`src/rtl/light_phase_timer_if.sv`:
```
// Control/status bundle between the intersection controller and the light phase timer.
// The controller drives the master side; the timer is the slave.
interface light_phase_timer_if #(
  parameter int unsigned pCH_NUM    = 2,
  parameter int unsigned pCNT_WIDTH = 5
);
  logic                          tick;
  logic                          cfg_we;
  logic [1:0]                    cfg_sel;
  logic [pCNT_WIDTH-1:0]         cfg_data;
  logic [pCH_NUM-1:0]            auto_seq;
  logic [3*pCH_NUM-1:0]          init;
  logic [pCH_NUM-1:0]            hold;
  logic [pCH_NUM-1:0]            extend;
  logic [pCH_NUM*pCNT_WIDTH-1:0] cnt_out;
  logic [2*pCH_NUM-1:0]          phase;
  logic [pCH_NUM-1:0]            busy;
  logic [pCH_NUM-1:0]            last;

  modport master (
    output tick, cfg_we, cfg_sel, cfg_data, auto_seq, init, hold, extend,
    input  cnt_out, phase, busy, last
  );

  modport slave (
    input  tick, cfg_we, cfg_sel, cfg_data, auto_seq, init, hold, extend,
    output cnt_out, phase, busy, last
  );
endinterface

```
`src/rtl/light_phase_timer.sv`:
```
// Multi-channel green/yellow/red phase countdown with shared programmable durations,
// optional auto-sequencing, per-channel hold and green extension.
module light_phase_timer #(
  parameter int unsigned pCH_NUM     = 2,
  parameter int unsigned pCNT_WIDTH  = 5,
  parameter int unsigned pGREEN_DEF  = 14,
  parameter int unsigned pYELLOW_DEF = 2,
  parameter int unsigned pRED_DEF    = 17,
  parameter int unsigned pEXT_VAL    = 5
) (
  input logic               clk,
  input logic               rst,
  light_phase_timer_if.slave bus
);

  localparam int unsigned W = pCNT_WIDTH;
  localparam logic [W:0]  ExtVal = (W+1)'(pEXT_VAL);
  localparam logic [W:0]  CntMax = {1'b0, {W{1'b1}}};

  typedef enum logic [1:0] {
    PhOff    = 2'b00,
    PhGreen  = 2'b01,
    PhYellow = 2'b10,
    PhRed    = 2'b11
  } phase_e;

  // Duration registers: index 0 green, 1 yellow, 2 red.
  logic [W-1:0]       dur_q   [3];
  logic [W-1:0]       dur_d   [3];
  logic [W-1:0]       cnt_q   [pCH_NUM];
  logic [W-1:0]       cnt_d   [pCH_NUM];
  phase_e             phase_q [pCH_NUM];
  phase_e             phase_d [pCH_NUM];
  logic [pCH_NUM-1:0] busy_q, busy_d;
  logic [pCH_NUM-1:0] last_q, last_d;

  function automatic logic [W-1:0] dur_of(phase_e ph, logic [W-1:0] g, logic [W-1:0] y,
                                          logic [W-1:0] r);
    unique case (ph)
      PhGreen:  dur_of = g;
      PhYellow: dur_of = y;
      default:  dur_of = r;
    endcase
  endfunction

  always_comb begin
    logic [2:0]   init_c;
    logic         tick_eff;
    logic         ext_eff;
    logic [W:0]   sum;
    logic [W-1:0] sat;
    logic [W-1:0] nxt;
    phase_e       adv;

    for (int d = 0; d < 3; d++) dur_d[d] = dur_q[d];
    busy_d = busy_q;
    last_d = '0;

    for (int i = 0; i < pCH_NUM; i++) begin
      cnt_d[i]   = cnt_q[i];
      phase_d[i] = phase_q[i];
      init_c     = bus.init[3*i +: 3];
      tick_eff   = bus.tick & busy_q[i] & ~bus.hold[i];
      ext_eff    = bus.extend[i] & busy_q[i] & (phase_q[i] == PhGreen);
      sum        = {1'b0, cnt_q[i]} + (ext_eff ? ExtVal : '0);
      sat        = (sum > CntMax) ? CntMax[W-1:0] : sum[W-1:0];
      nxt        = sat - W'(tick_eff);
      unique case (phase_q[i])
        PhGreen:  adv = PhYellow;
        PhYellow: adv = PhRed;
        default:  adv = PhGreen;
      endcase

      // Only a clean one-hot init loads; multi-hot falls through to normal counting.
      case (init_c)
        3'b001, 3'b010, 3'b100: begin
          phase_d[i] = (init_c == 3'b001) ? PhGreen : (init_c == 3'b010) ? PhYellow : PhRed;
          cnt_d[i]   = dur_of(phase_d[i], dur_q[0], dur_q[1], dur_q[2]);
          busy_d[i]  = 1'b1;
        end
        default: begin
          if (busy_q[i]) begin
            if (nxt == '0) begin
              last_d[i] = 1'b1;
              if (bus.auto_seq[i]) begin
                phase_d[i] = adv;
                cnt_d[i]   = dur_of(adv, dur_q[0], dur_q[1], dur_q[2]);
              end else begin
                cnt_d[i]  = '0;
                busy_d[i] = 1'b0;
              end
            end else begin
              cnt_d[i] = nxt;
            end
          end
        end
      endcase
    end

    // Loads above read dur_q, so a same-cycle write is only seen by later loads.
    if (bus.cfg_we) begin
      case (bus.cfg_sel)
        2'b00:   dur_d[0] = (bus.cfg_data == '0) ? W'(1) : bus.cfg_data;
        2'b01:   dur_d[1] = (bus.cfg_data == '0) ? W'(1) : bus.cfg_data;
        2'b10:   dur_d[2] = (bus.cfg_data == '0) ? W'(1) : bus.cfg_data;
        default: ;
      endcase
    end
  end

  always_ff @(posedge clk or posedge rst) begin
    if (rst) begin
      dur_q[0] <= W'(pGREEN_DEF);
      dur_q[1] <= W'(pYELLOW_DEF);
      dur_q[2] <= W'(pRED_DEF);
      for (int i = 0; i < pCH_NUM; i++) begin
        cnt_q[i]   <= '0;
        phase_q[i] <= PhOff;
      end
      busy_q <= '0;
      last_q <= '0;
    end else begin
      for (int d = 0; d < 3; d++) dur_q[d] <= dur_d[d];
      for (int i = 0; i < pCH_NUM; i++) begin
        cnt_q[i]   <= cnt_d[i];
        phase_q[i] <= phase_d[i];
      end
      busy_q <= busy_d;
      last_q <= last_d;
    end
  end

  for (genvar g = 0; g < pCH_NUM; g++) begin : gen_out
    assign bus.cnt_out[g*W +: W] = cnt_q[g];
    assign bus.phase[2*g +: 2]   = phase_q[g];
  end
  assign bus.busy = busy_q;
  assign bus.last = last_q;

endmodule

```
`src/flat_wrapper.sv`:
```
// flat-port wrapper written by rule: the top's interface ports become plain ports
module light_phase_timer_flat 
#(
  parameter int unsigned pCH_NUM     = 2,
  parameter int unsigned pCNT_WIDTH  = 5,
  parameter int unsigned pGREEN_DEF  = 14,
  parameter int unsigned pYELLOW_DEF = 2,
  parameter int unsigned pRED_DEF    = 17,
  parameter int unsigned pEXT_VAL    = 5
)
  (clk, rst, bus_tick, bus_cfg_we, bus_cfg_sel, bus_cfg_data, bus_auto_seq, bus_init, bus_hold, bus_extend, bus_cnt_out, bus_phase, bus_busy, bus_last);
  light_phase_timer_if #(.pCH_NUM(pCH_NUM), .pCNT_WIDTH(pCNT_WIDTH)) bus_i ();
  input logic clk;
  input logic rst;
  input wire logic [$bits(bus_i.tick)-1:0] bus_tick;
  input wire logic [$bits(bus_i.cfg_we)-1:0] bus_cfg_we;
  input wire logic [$bits(bus_i.cfg_sel)-1:0] bus_cfg_sel;
  input wire logic [$bits(bus_i.cfg_data)-1:0] bus_cfg_data;
  input wire logic [$bits(bus_i.auto_seq)-1:0] bus_auto_seq;
  input wire logic [$bits(bus_i.init)-1:0] bus_init;
  input wire logic [$bits(bus_i.hold)-1:0] bus_hold;
  input wire logic [$bits(bus_i.extend)-1:0] bus_extend;
  output wire logic [$bits(bus_i.cnt_out)-1:0] bus_cnt_out;
  output wire logic [$bits(bus_i.phase)-1:0] bus_phase;
  output wire logic [$bits(bus_i.busy)-1:0] bus_busy;
  output wire logic [$bits(bus_i.last)-1:0] bus_last;
  assign bus_i.tick = bus_tick;
  assign bus_i.cfg_we = bus_cfg_we;
  assign bus_i.cfg_sel = bus_cfg_sel;
  assign bus_i.cfg_data = bus_cfg_data;
  assign bus_i.auto_seq = bus_auto_seq;
  assign bus_i.init = bus_init;
  assign bus_i.hold = bus_hold;
  assign bus_i.extend = bus_extend;
  assign bus_cnt_out = bus_i.cnt_out;
  assign bus_phase = bus_i.phase;
  assign bus_busy = bus_i.busy;
  assign bus_last = bus_i.last;
  light_phase_timer #(.pCH_NUM(pCH_NUM), .pCNT_WIDTH(pCNT_WIDTH), .pGREEN_DEF(pGREEN_DEF), .pYELLOW_DEF(pYELLOW_DEF), .pRED_DEF(pRED_DEF), .pEXT_VAL(pEXT_VAL)) u_core (.clk(clk), .rst(rst), .bus(bus_i));
endmodule
```
`config.mk`:
```
export PLATFORM = sky130hd
export DESIGN_NAME = light_phase_timer_flat
export DESIGN_NICKNAME = d
export VERILOG_FILES = /design/src/rtl/light_phase_timer_if.sv /design/src/rtl/light_phase_timer.sv /design/src/flat_wrapper.sv
export SDC_FILE = /design/constraint.sdc
export NUM_CORES = 1
export LEC_CHECK = 0
export BUFFER_PORTS_ARGS = -buffer_cell sky130_fd_sc_hd__buf_2
export CAP_MARGIN = 30
export CORE_MARGIN = 10
export CORE_UTILIZATION = 35
export DETAILED_ROUTE_END_ITERATION = 16
export PLACE_DENSITY_LB_ADDON = 0.2
export SLEW_MARGIN = 15
export SYNTH_ARGS = -nofsm -noshare
export SYNTH_HDL_FRONTEND = slang
export SYNTH_SLANG_ARGS = --single-unit
export TNS_END_PERCENT = 20
```
`constraint.sdc`:
```
create_clock -name clk -period 3.2 [get_ports clk]
set_clock_uncertainty 0.05 [all_clocks]
set_input_delay 0.16 -clock clk [delete_from_list [all_inputs] [get_ports clk]]
set_output_delay 0.16 -clock clk [all_outputs]
set_load 0.01 [all_outputs]
```
==> out/qor.csv, run 1 <==
metric,value,unit
status,"complete, no violations",
synth_compound_area_share,23.74,%
cts_tree,done,
dr.pass1.iters,5,
die_x,103.2,um
cts_buffers,5,
cp_common_cell,and3_1,
placed_cell_area,0.002754,mm2
p_sw,1.172,mW
ys_seq_area_share,34.37,%
p_seq_share,29.4,%
setup_viol,0,
cp_data_required_time,3.35,ns
wl_per_cell,15.99,um
syn_nets,309,
grt_pass1_wl,10700,um
drt-vias-per-instance,5.483,
min_period,3.041,ns
syn_area,0.002425,mm2
slowest_delay,0.36,ns
worst_pin_slew,0.7710,ns
antennaDiodeCount,0,
clk_pin_slew,0.07,ns
path_delay_family,simple AND/OR/NAND/NOR gates,
p_clk_share,11.9,%
synth_seq_cells,33,
period_share,95.03,%
crit_type,reg -> reg,
place_ws,0.02967,ns
p_int,1.390,mW
ys_async_sr_fraction,100.0,%
gp_congestion,0.8331,
fp-row-count,30,
synth_warnings,0,
wl_met1,3061,um
holdWs,0.06332,ns
p_leak,1.237,nW
arrival,3.19,ns
drive_gt1_share,27.61,%
synth_top_area_share,27.86,%
critPathCaptureType,flop,
grt_max_degree,34,
dp_hpwl,5173,um
synth-xor-area-share,3.973,%
power.total,2.563,mW
synth.area.top_cells,"dfrtp_1 (28%), ha_1 (7.2%), dfstp_2 (6.5%)",
grt-ovfl-total,0,
p_comb_share,58.7,%
hold_path.class,in -> reg,
synth.distinct_cells,48,
nets,362,
synth_ff_type,dfrtp_1,
setup_ws,0.1591,ns
ioPinCount,41,
startpoint_type,flop,
cts_sinks,33,
swShare,45.75,%
crit_fanout,5,
crit_chain,inv_1 -> ha_1 -> and3_1 -> ha_1 -> a31oi_4 -> nor2_2 -> nor2_1 -> ha_2 -> xnor2_1 -> and3_1 -> and3_1 -> and3b_4 -> a21bo_2 -> mux2i_1,
synth_cells,272,
remaining_drc_errors,0,
cpMaxStageDelayCell,dfrtp_1,
fmax,0.3289,GHz
avgSynthCellArea,8.915,um2
grt_pass1_vias,2226,
wl_met3,303,um
clkLatencyLatePin,0.28,ns
synthAdderAreaFrac,7.224,%
antenna_found_initial,0,
synth_simple_gate_area_share,20.07,%
area_growth,20.18,%
fin_area,0.002914,mm2
via_count,2226,
dieHeight,103.2,um
ir_worst_vdd,0.2616,mV
cts_max_level,2,
cp_num_buf_inv,1,
postRouteAntennaNets,0,
root_buffer,clkbuf_8,
highest_layer,met4,
dr.first_iter.drc_count,125,
synth-edff-count,0,
maxSlewViolCount,0,
grt_usage,12.59,%
hold_viol,0,
finalSetupTns,0,ns
drv_cap,0,
coreArea,0.006756,mm2
wl,6492,um
synth_top_area_cell,dfrtp_1,
pwr_density_cell,879.4,mW/mm2
die_area,0.01066,mm2
port_buffers,40,
num-fill-cells,700,
slew_headroom,48.49,%
start_util,35.89,%
cts.path.max_buffers,2,
muxShareOfSynthArea,7.637,%
synth_top_family_by_area,compound AO/OA/AOI/OAI gates,
dr_wl_met2,2897,um
## layer usage
layer,vias to the layer above,track usage [%]
li1,1124,-
met1,1031,16.38
met2,54,19.55
met3,17,2.724
met4,0,5.668
met5,-,0
## kinds of logic after synthesis
logic type	Yosys count
DFF	33
AOI/OAI and AO/OA	81
muxes	17
and+or+nand+nor	99
xor gates and xnor gates	11
buffers and inverters	17
adders and majority gates	14
## cell usage after synthesis, types with 3 or more instances
| cell type | number |
|---|---|
| nand3_1 | 7 |
| mux2_2 | 12 |
| nor2_1 | 28 |
| inv_1 | 13 |
| o21ai_0 | 13 |
| o221ai_1 | 4 |
| nor3_1 | 9 |
| ha_1 | 14 |
| nand2_1 | 23 |
| a311oi_1 | 3 |
| dfstp_2 | 6 |
| xnor2_1 | 10 |
| o22ai_1 | 10 |
| o32ai_1 | 4 |
| a22oi_1 | 10 |
| a21oi_1 | 17 |
| mux2i_1 | 5 |
| and3_1 | 6 |
| nand2b_1 | 11 |
| o22a_1 | 6 |
| dfrtp_1 | 27 |
## power by group through the flow
stage	Clock [mW]	Combinational, mW	Sequential [mW]
2_1_floorplan	0	0.967	0.756
3_3_place_gp	0	1.41	0.755
3_5_place_dp	0	1.42	0.758
4_1_cts	0.313	1.43	0.751
5_1_grt	0.333	1.69	0.780
6_report	0.304	1.50	0.753
## cells in the final DEF, fill, tap and decap left out, types with 3 or more instances in the layout
master,instances
buf_2,40
nand3_1,7
nand2_1,23
o221ai_1,4
o22ai_1,10
nor3_1,9
o32ai_1,4
o21ai_0,13
nand2b_1,11
inv_1,13
mux2i_1,5
dfstp_2,6
o22a_1,6
xnor2_1,10
a22oi_1,10
mux2_2,12
dfrtp_1,27
nor2_1,26
buf_4,9
and3_1,6
ha_1,12
a311oi_1,3
clkbuf_8,5
a21oi_1,17
## worst register-to-register path, cell delays in order, from the launching register on
cell and delay, ns:
dfrtp_1 0.36, inv_1 0.08, ha_1 0.19, and3_1 0.20
ha_1 0.32, a31oi_4 0.21, nor2_2 0.07, nor2_1 0.10
ha_2 0.21, xnor2_1 0.14, and3_1 0.18, and3_1 0.18
and3b_4 0.26, a21bo_2 0.18, mux2i_1 0.22
## registers in the layout (all words and copies together), names as in the netlist
name                count
u_core.dur_q           15
u_core.bus.cnt_out     10
u_core.bus.phase        4
u_core.bus.busy         2
u_core.bus.last         2
## path summary, 6_finish.rpt
check / startpoint / end / slack (ns) / cells after the start
worst max-delay path: u_core.bus.phase[3] / u_core.bus.phase[2] / 0.16 / 14
worst min register to register: u_core.dur_q[0] / u_core.dur_q[0] / 0.48 / 2
worst max register to register: u_core.bus.phase[3] / u_core.bus.phase[2] / 0.16 / 14
worst min-delay path: bus_auto_seq[0] / u_core.bus.busy[0] / 0.06 / 2
max in group asynchronous: rst / u_core.dur_q[6] / 2.29 / 4
min in group asynchronous: rst / u_core.bus.cnt_out[1] / 0.47 / 4
## through the flow
stage,util (%),instances
2_1_floorplan,-,272
3_3_place_gp,40.76,395
3_5_place_dp,40.76,395
4_1_cts,42.13,404
5_1_grt,43.13,406
6_report,43.13,406
## area by class of cell
cell class / instances / area, um2 / share of cell area (%)
repair buffers: 50 / 277.8 / 9.532
clock inverters: 2 / 10.01 / 0.3435
well taps: 80 / 100.1 / 3.435
clock buffers: 6 / 72.57 / 2.490
flip-flops and latches: 33 / 833.3 / 28.60
inverters: 13 / 48.80 / 1.675
multi-input cells: 222 / 1572 / 53.93
## repair_timing
action	CTS	global route
buffers inserted	0	2
hold endpoints to repair	27	0
endpoints found under the setup margin	0	11
resized for setup	0	12
hold buffers	1	0
(Power assumes the default switching activity.)
==> inputs of run 2 (changes only) <==
- CAP_MARGIN: 30 -> default
- CORE_MARGIN: 10 -> default
- HOLD_SLACK_MARGIN: default -> 0.08
==> out/qor.csv, run 2 (synthesis gave the netlist of run 1 again) <==
metric,value,unit,change
status,"complete, no violations",,unchanged
grt-ovfl-total,0,,unchanged
start_util,37.13,%,was 35.89%
arrival,3.17,ns,was 3.19 ns
clk_pin_slew,0.07,ns,about the same
min_period,3.061,ns,was 3.041 ns
dp_cells,393,,was 395
die_area,0.007265,mm2,was 0.01066 mm2
antenna_found_initial,0,,unchanged
slew_headroom,49.08,%,was 48.49%
root_buffer,clkbuf_8,,unchanged
dr.pass1.iters,4,,was 5
nets,362,,unchanged
cts_sinks,33,,unchanged
grt_usage,17.79,%,was 12.59%
p_clk_share,11.9,%,about the same
power.total,2.528,mW,was 2.563 mW
cp_data_required_time,3.30,ns,was 3.35 ns
cts_tree,done,,unchanged
pwr_density_cell,869.3,mW/mm2,was 879.4 mW/mm2
grt_pass1_wl,10240,um,was 10700 um
layout_commonest_cell,buf_2,,unchanged
grt_max_degree,34,,unchanged
cts_buffers,5,,unchanged
ioPinCount,41,,unchanged
dieHeight,85.24,um,was 103.2 um
drv_cap,0,,unchanged
cts_setup_buffers,0,,unchanged
stdcell_count,403,,was 406
critPathCaptureType,flop,,unchanged
top_register,u_core.dur_q,,unchanged
port_buffers,40,,unchanged
largest_reg_flops,15,,unchanged
period_share,95.67,%,was 95.03%
dr.first_iter.drc_count,137,,was 125
setup_viol,0,,unchanged
final_cell_mix,"buf_2 (40), dfrtp_1 (27), nor2_1 (26), nand2_1 (23), a21oi_1 (17)",,unchanged
fin_area,0.002908,mm2,was 0.002914 mm2
fp-row-count,29,,was 30
cts_max_level,2,,unchanged
drive_gt1_share,26.38,%,was 27.61%
maxSlewViolCount,0,,unchanged
startpoint_type,flop,,unchanged
die_x,85.24,um,was 103.2 um
p_sw,1.144,mW,was 1.172 mW
worst_pin_slew,0.7622,ns,was 0.7710 ns
num-fill-cells,672,,was 700
p_seq_share,30.0,%,was 29.4%
via_count,2212,,was 2226
dp_hpwl,4758,um,was 5173 um
coreArea,0.006531,mm2,was 0.006756 mm2
setup_ws,0.1387,ns,was 0.1591 ns
hold_viol,0,,unchanged
swShare,45.27,%,was 45.75%
clkLatencyLatePin,0.28,ns,about the same
fmax,0.3267,GHz,was 0.3289 GHz
p_comb_share,58.1,%,was 58.7%
finalSetupTns,0,ns,unchanged
placed_cell_area,0.002758,mm2,was 0.002754 mm2
crit_type,reg -> reg,,unchanged
wl_per_cell,14.89,um,was 15.99 um
drt-vias-per-instance,5.489,,was 5.483
area_growth,19.92,%,was 20.18%
p_leak,1.232,nW,was 1.237 nW
grt_pass1_vias,2182,,was 2226
antennaDiodeCount,0,,unchanged
gp_congestion,0.8104,,was 0.8331
wl,6002,um,was 6492 um
place_ws,0.05611,ns,was 0.02967 ns
cts.path.max_buffers,2,,unchanged
remaining_drc_errors,0,,unchanged
ir_worst_vdd,0.2972,mV,was 0.2616 mV
postRouteAntennaNets,0,,unchanged
p_int,1.383,mW,was 1.390 mW
hold_path.class,in -> reg,,unchanged
crit_fanout,5,,unchanged
==> run 2: cell count changes in the layout (fill, tap and decap cells not counted), sizes merged <==
cell,before,now
clkbuf,6,8
clkinv,2,0
buf,49,48
dlygate4sd3,1,2
==> run 2: routing by layer <==
layer	vias to the layer above	wire, um	track usage [%]
met1	1042	2924	24.60
met3	4	234	3.405
met5	-	0	0
li1	1123	-	-
met4	0	51	5.085
met2	43	2792	28.37
==> run 2: cell type report <==
cell class	count	area (um2)	share of cell area [%]
inverters	13	48.80	1.678
clock buffers	8	80.08	2.754
well taps	77	96.34	3.313
multi-input cells	222	1569	53.96
flip-flops and latches	33	833.3	28.66
repair buffers	50	280.3	9.639
==> run 2: path summary, 6_finish.rpt <==
| path | from | to | slack, ns | depth (start not counted) |
|---|---|---|---|---|
| setup / recovery | u_core.bus.phase[3] | u_core.bus.cnt_out[7] | 0.14 | 14 |
| hold / removal | bus_auto_seq[1] | u_core.bus.busy[1] | 0.09 | 3 |
| setup reg to reg | u_core.bus.phase[3] | u_core.bus.cnt_out[7] | 0.14 | 14 |
| hold reg to reg | u_core.dur_q[0] | u_core.dur_q[0] | 0.48 | 2 |
| max in group asynchronous | rst | u_core.dur_q[6] | 2.29 | 4 |
| min in group asynchronous | rst | u_core.bus.cnt_out[7] | 0.47 | 4 |
==> run 2: per-stage QoR <==
step	hold slack, ns	util (%)
6_report	0.09495	44.52
5_1_grt	0.1070	44.52
4_1_cts	0.09252	43.75
3_5_place_dp	0.2344	42.22
3_3_place_gp	0.2336	42.22
2_1_floorplan	0.2345	-
==> run 2: worst max-delay path, cell delays in order, from the launching register on <==
cell       delay (ns)
dfrtp_1          0.36
inv_1            0.08
ha_1             0.18
and3_1           0.19
ha_1             0.33
a31oi_4          0.11
nor2_2           0.17
nor2_1           0.06
ha_1             0.23
xnor2_1          0.15
and3_1           0.17
and3_1           0.19
and3b_4          0.22
a2111oi_2        0.32
nor3_1           0.10
==> run 2: power groups by stage <==
stage / Sequential [mW] / Combinational (mW) / Clock (mW)
3_3_place_gp: 0.759 / 1.40 / 0
5_1_grt: 0.785 / 1.64 / 0.335
2_1_floorplan: 0.756 / 0.967 / 0
3_5_place_dp: 0.762 / 1.39 / 0
4_1_cts: 0.753 / 1.41 / 0.313
6_report: 0.758 / 1.47 / 0.300
==> run 2: what timing repair did <==
| item | in CTS | in global routing |
|---|---|---|
| resized for setup | 0 | 11 |
| hold buffers | 2 | 0 |
| endpoints found under the hold margin | 28 | 0 |
| endpoints found under the setup margin | 0 | 9 |
==> inputs of run 3 (changes only) <==
- GPL_ROUTABILITY_DRIVEN: default -> 0
- clock period: 3.2 -> 3.28 ns (I/O delays scaled with it)
==> out/qor.csv, run 3 (synthesis gave the netlist of run 1 again) <==
metric,value,unit,change
cpMaxStageDelayCell,dfrtp_1,,unchanged
rsz0062_at_grt,no,,
clkLatencyLatePin,0.28,ns,about the same
top_register,u_core.dur_q,,unchanged
cts_sinks,33,,unchanged
utilization,44.46,%,was 44.52%
rr_startpoint,u_core.bus.phase[1],,was u_core.bus.phase[3]
start_util,37.13,%,unchanged
die_x,85.24,um,unchanged
slew_headroom,51.39,%,was 49.08%
postRouteAntennaNets,0,,unchanged
port_buffers,40,,unchanged
layout_commonest_cell,buf_2,,unchanged
period_share,93.29,%,was 95.67%
worst_pin_slew,0.7275,ns,was 0.7622 ns
hold_start,bus_cfg_data[4],,was bus_auto_seq[1]
crit_type,reg -> reg,,unchanged
fp-row-count,29,,unchanged
nets,360,,was 362
path_delay_family,adder cells,,was simple AND/OR/NAND/NOR gates
dr.first_iter.drc_count,124,,was 137
clk_pin_slew,0.07,ns,about the same
root_buffer,clkbuf_8,,unchanged
p_seq_share,30.1,%,was 30.0%
grt_pass1_wl,10220,um,was 10240 um
ir_worst_vdd,0.2634,mV,was 0.2972 mV
status,"complete, no violations",,unchanged
cp_data_required_time,3.39,ns,was 3.30 ns
cts.path.max_buffers,2,,unchanged
final_cell_mix,"buf_2 (40), nor2_1 (27), dfrtp_1 (27), nand2_1 (23), a21oi_1 (17)",,"was buf_2 (40), dfrtp_1 (27), nor2_1 (26), nand2_1 (23), a21oi_1 (17)"
antenna_found_initial,0,,unchanged
via_count,2212,,unchanged
cts_buffers,5,,unchanged
critPathCaptureType,flop,,unchanged
ioPinCount,41,,unchanged
min_period,3.060,ns,was 3.061 ns
dp_hpwl,4739,um,was 4758 um
area_growth,19.76,%,was 19.92%
die_area,0.007265,mm2,unchanged
coreArea,0.006531,mm2,unchanged
hold_viol,0,,unchanged
p_clk_share,12.6,%,was 11.9%
fmax,0.3268,GHz,was 0.3267 GHz
drt-vias-per-instance,5.530,,was 5.489
remaining_drc_errors,0,,unchanged
swShare,45.19,%,was 45.27%
p_comb_share,57.3,%,was 58.1%
grt_usage,17.71,%,was 17.79%
dr.pass1.iters,4,,unchanged
finalSetupTns,0,ns,unchanged
p_leak,1.229,nW,was 1.232 nW
grt-ovfl-total,0,,unchanged
wl_per_cell,15.21,um,was 14.89 um
crit_fanout,6,,was 5
cts_tree,done,,unchanged
dieHeight,85.24,um,unchanged
pwr_density_cell,852.0,mW/mm2,was 869.3 mW/mm2
setup_viol,0,,unchanged
drv_cap,0,,unchanged
startpoint_type,flop,,unchanged
arrival,3.17,ns,about the same
slowest_delay,0.37,ns,was 0.36 ns
drive_gt1_share,25.70,%,was 26.38%
cts_max_level,2,,unchanged
grt_pass1_vias,2109,,was 2182
cp_num_buf_inv,2,,was 1
maxSlewViolCount,0,,unchanged
grt_max_degree,34,,unchanged
largest_reg_flops,15,,unchanged
crit_path_start,u_core.bus.phase[1],,was u_core.bus.phase[3]
p_sw,1.118,mW,was 1.144 mW
antennaDiodeCount,0,,unchanged
p_int,1.356,mW,was 1.383 mW
hold_path.class,in -> reg,,unchanged
wl,6085,um,was 6002 um
crit_chain,inv_1 -> ha_1 -> and3_1 -> ha_1 -> a31oi_2 -> nor2_1 -> nor2_1 -> ha_2 -> and2b_1 -> o2111ai_1 -> xor2_1 -> buf_4 -> a31o_1 -> mux2i_1,,was inv_1 -> ha_1 -> and3_1 -> ha_1 -> a31oi_4 -> nor2_2 -> nor2_1 -> ha_1 -> xnor2_1 -> and3_1 -> and3_1 -> and3b_4 -> a2111oi_2 -> nor3_1
run 3: power by group through the flow:
stage	Sequential, mW	Clock [mW]	Combinational (mW)
detailed placement	0.747	0	1.33
finish	0.746	0.311	1.42
floorplan	0.738	0	0.943
global route	0.775	0.337	1.59
global placement	0.743	0	1.33
CTS	0.739	0.318	1.34
run 3: routing by layer:
metal / vias to the layer above / track usage [%] / wire [um]
met3: 8 / 3.210 / 254
met1: 1036 / 25.08 / 2974
met5: - / 0 / 0
met2: 52 / 27.57 / 2772
li1: 1116 / - / -
met4: 0 / 5.239 / 82
run 3: worst paths after layout:
| check | to | slack [ns] | cells after the start |
|---|---|---|---|
| max | u_core.bus.phase[1] | 0.22 | 14 |
| min | u_core.dur_q[9] | 0.11 | 2 |
| max reg2reg | u_core.bus.phase[1] | 0.22 | 14 |
| min reg2reg | u_core.dur_q[0] | 0.49 | 2 |
| max in group asynchronous | u_core.dur_q[12] | 2.37 | 4 |
| min in group asynchronous | u_core.bus.last[1] | 0.46 | 4 |
run 3: through the flow:
stage	instance area (um2)	hold slack (ns)	total power, mW	cells	setup WS [ns]
after floorplan	2425	0.2385	1.681	272	0.2628
after global placement	2720	0.2400	2.072	388	0.1745
after detailed placement	2720	0.2402	2.077	388	0.1033
after CTS	2836	0.1087	2.398	398	0.08941
after global routing	2904	0.1133	2.700	400	0.02043
final	2904	0.1138	2.474	400	0.2201
run 3: worst register-to-register path: cells and delay by family, from the launching register on:
family / cells / cell delay, ns
AO/OA/AOI/OAI: 3 / 0.63
multiplexers: 1 / 0.13
AND/OR/NAND/NOR: 4 / 0.59
buffers and inverters: 2 / 0.26
XOR/XNOR: 1 / 0.19
flip-flops: 1 / 0.37
adder cells (fa/ha/maj): 3 / 0.75
run 3: layout make-up:
cell class	count	area, um2
Clock buffer	7	86.33
Fill cell	667	3627
Timing Repair Buffer	48	267.8
Multi-Input combinational cell	222	1572
Tap cell	77	96.34
Inverter	13	48.80
Sequential cell	33	833.3
run 3: what timing repair did:
item,4_1_cts,5_1_grt
setup buffers,0,2
resized for setup,0,11
hold buffers,3,0
hold endpoints to repair,29,0
endpoints found under the setup margin,0,10
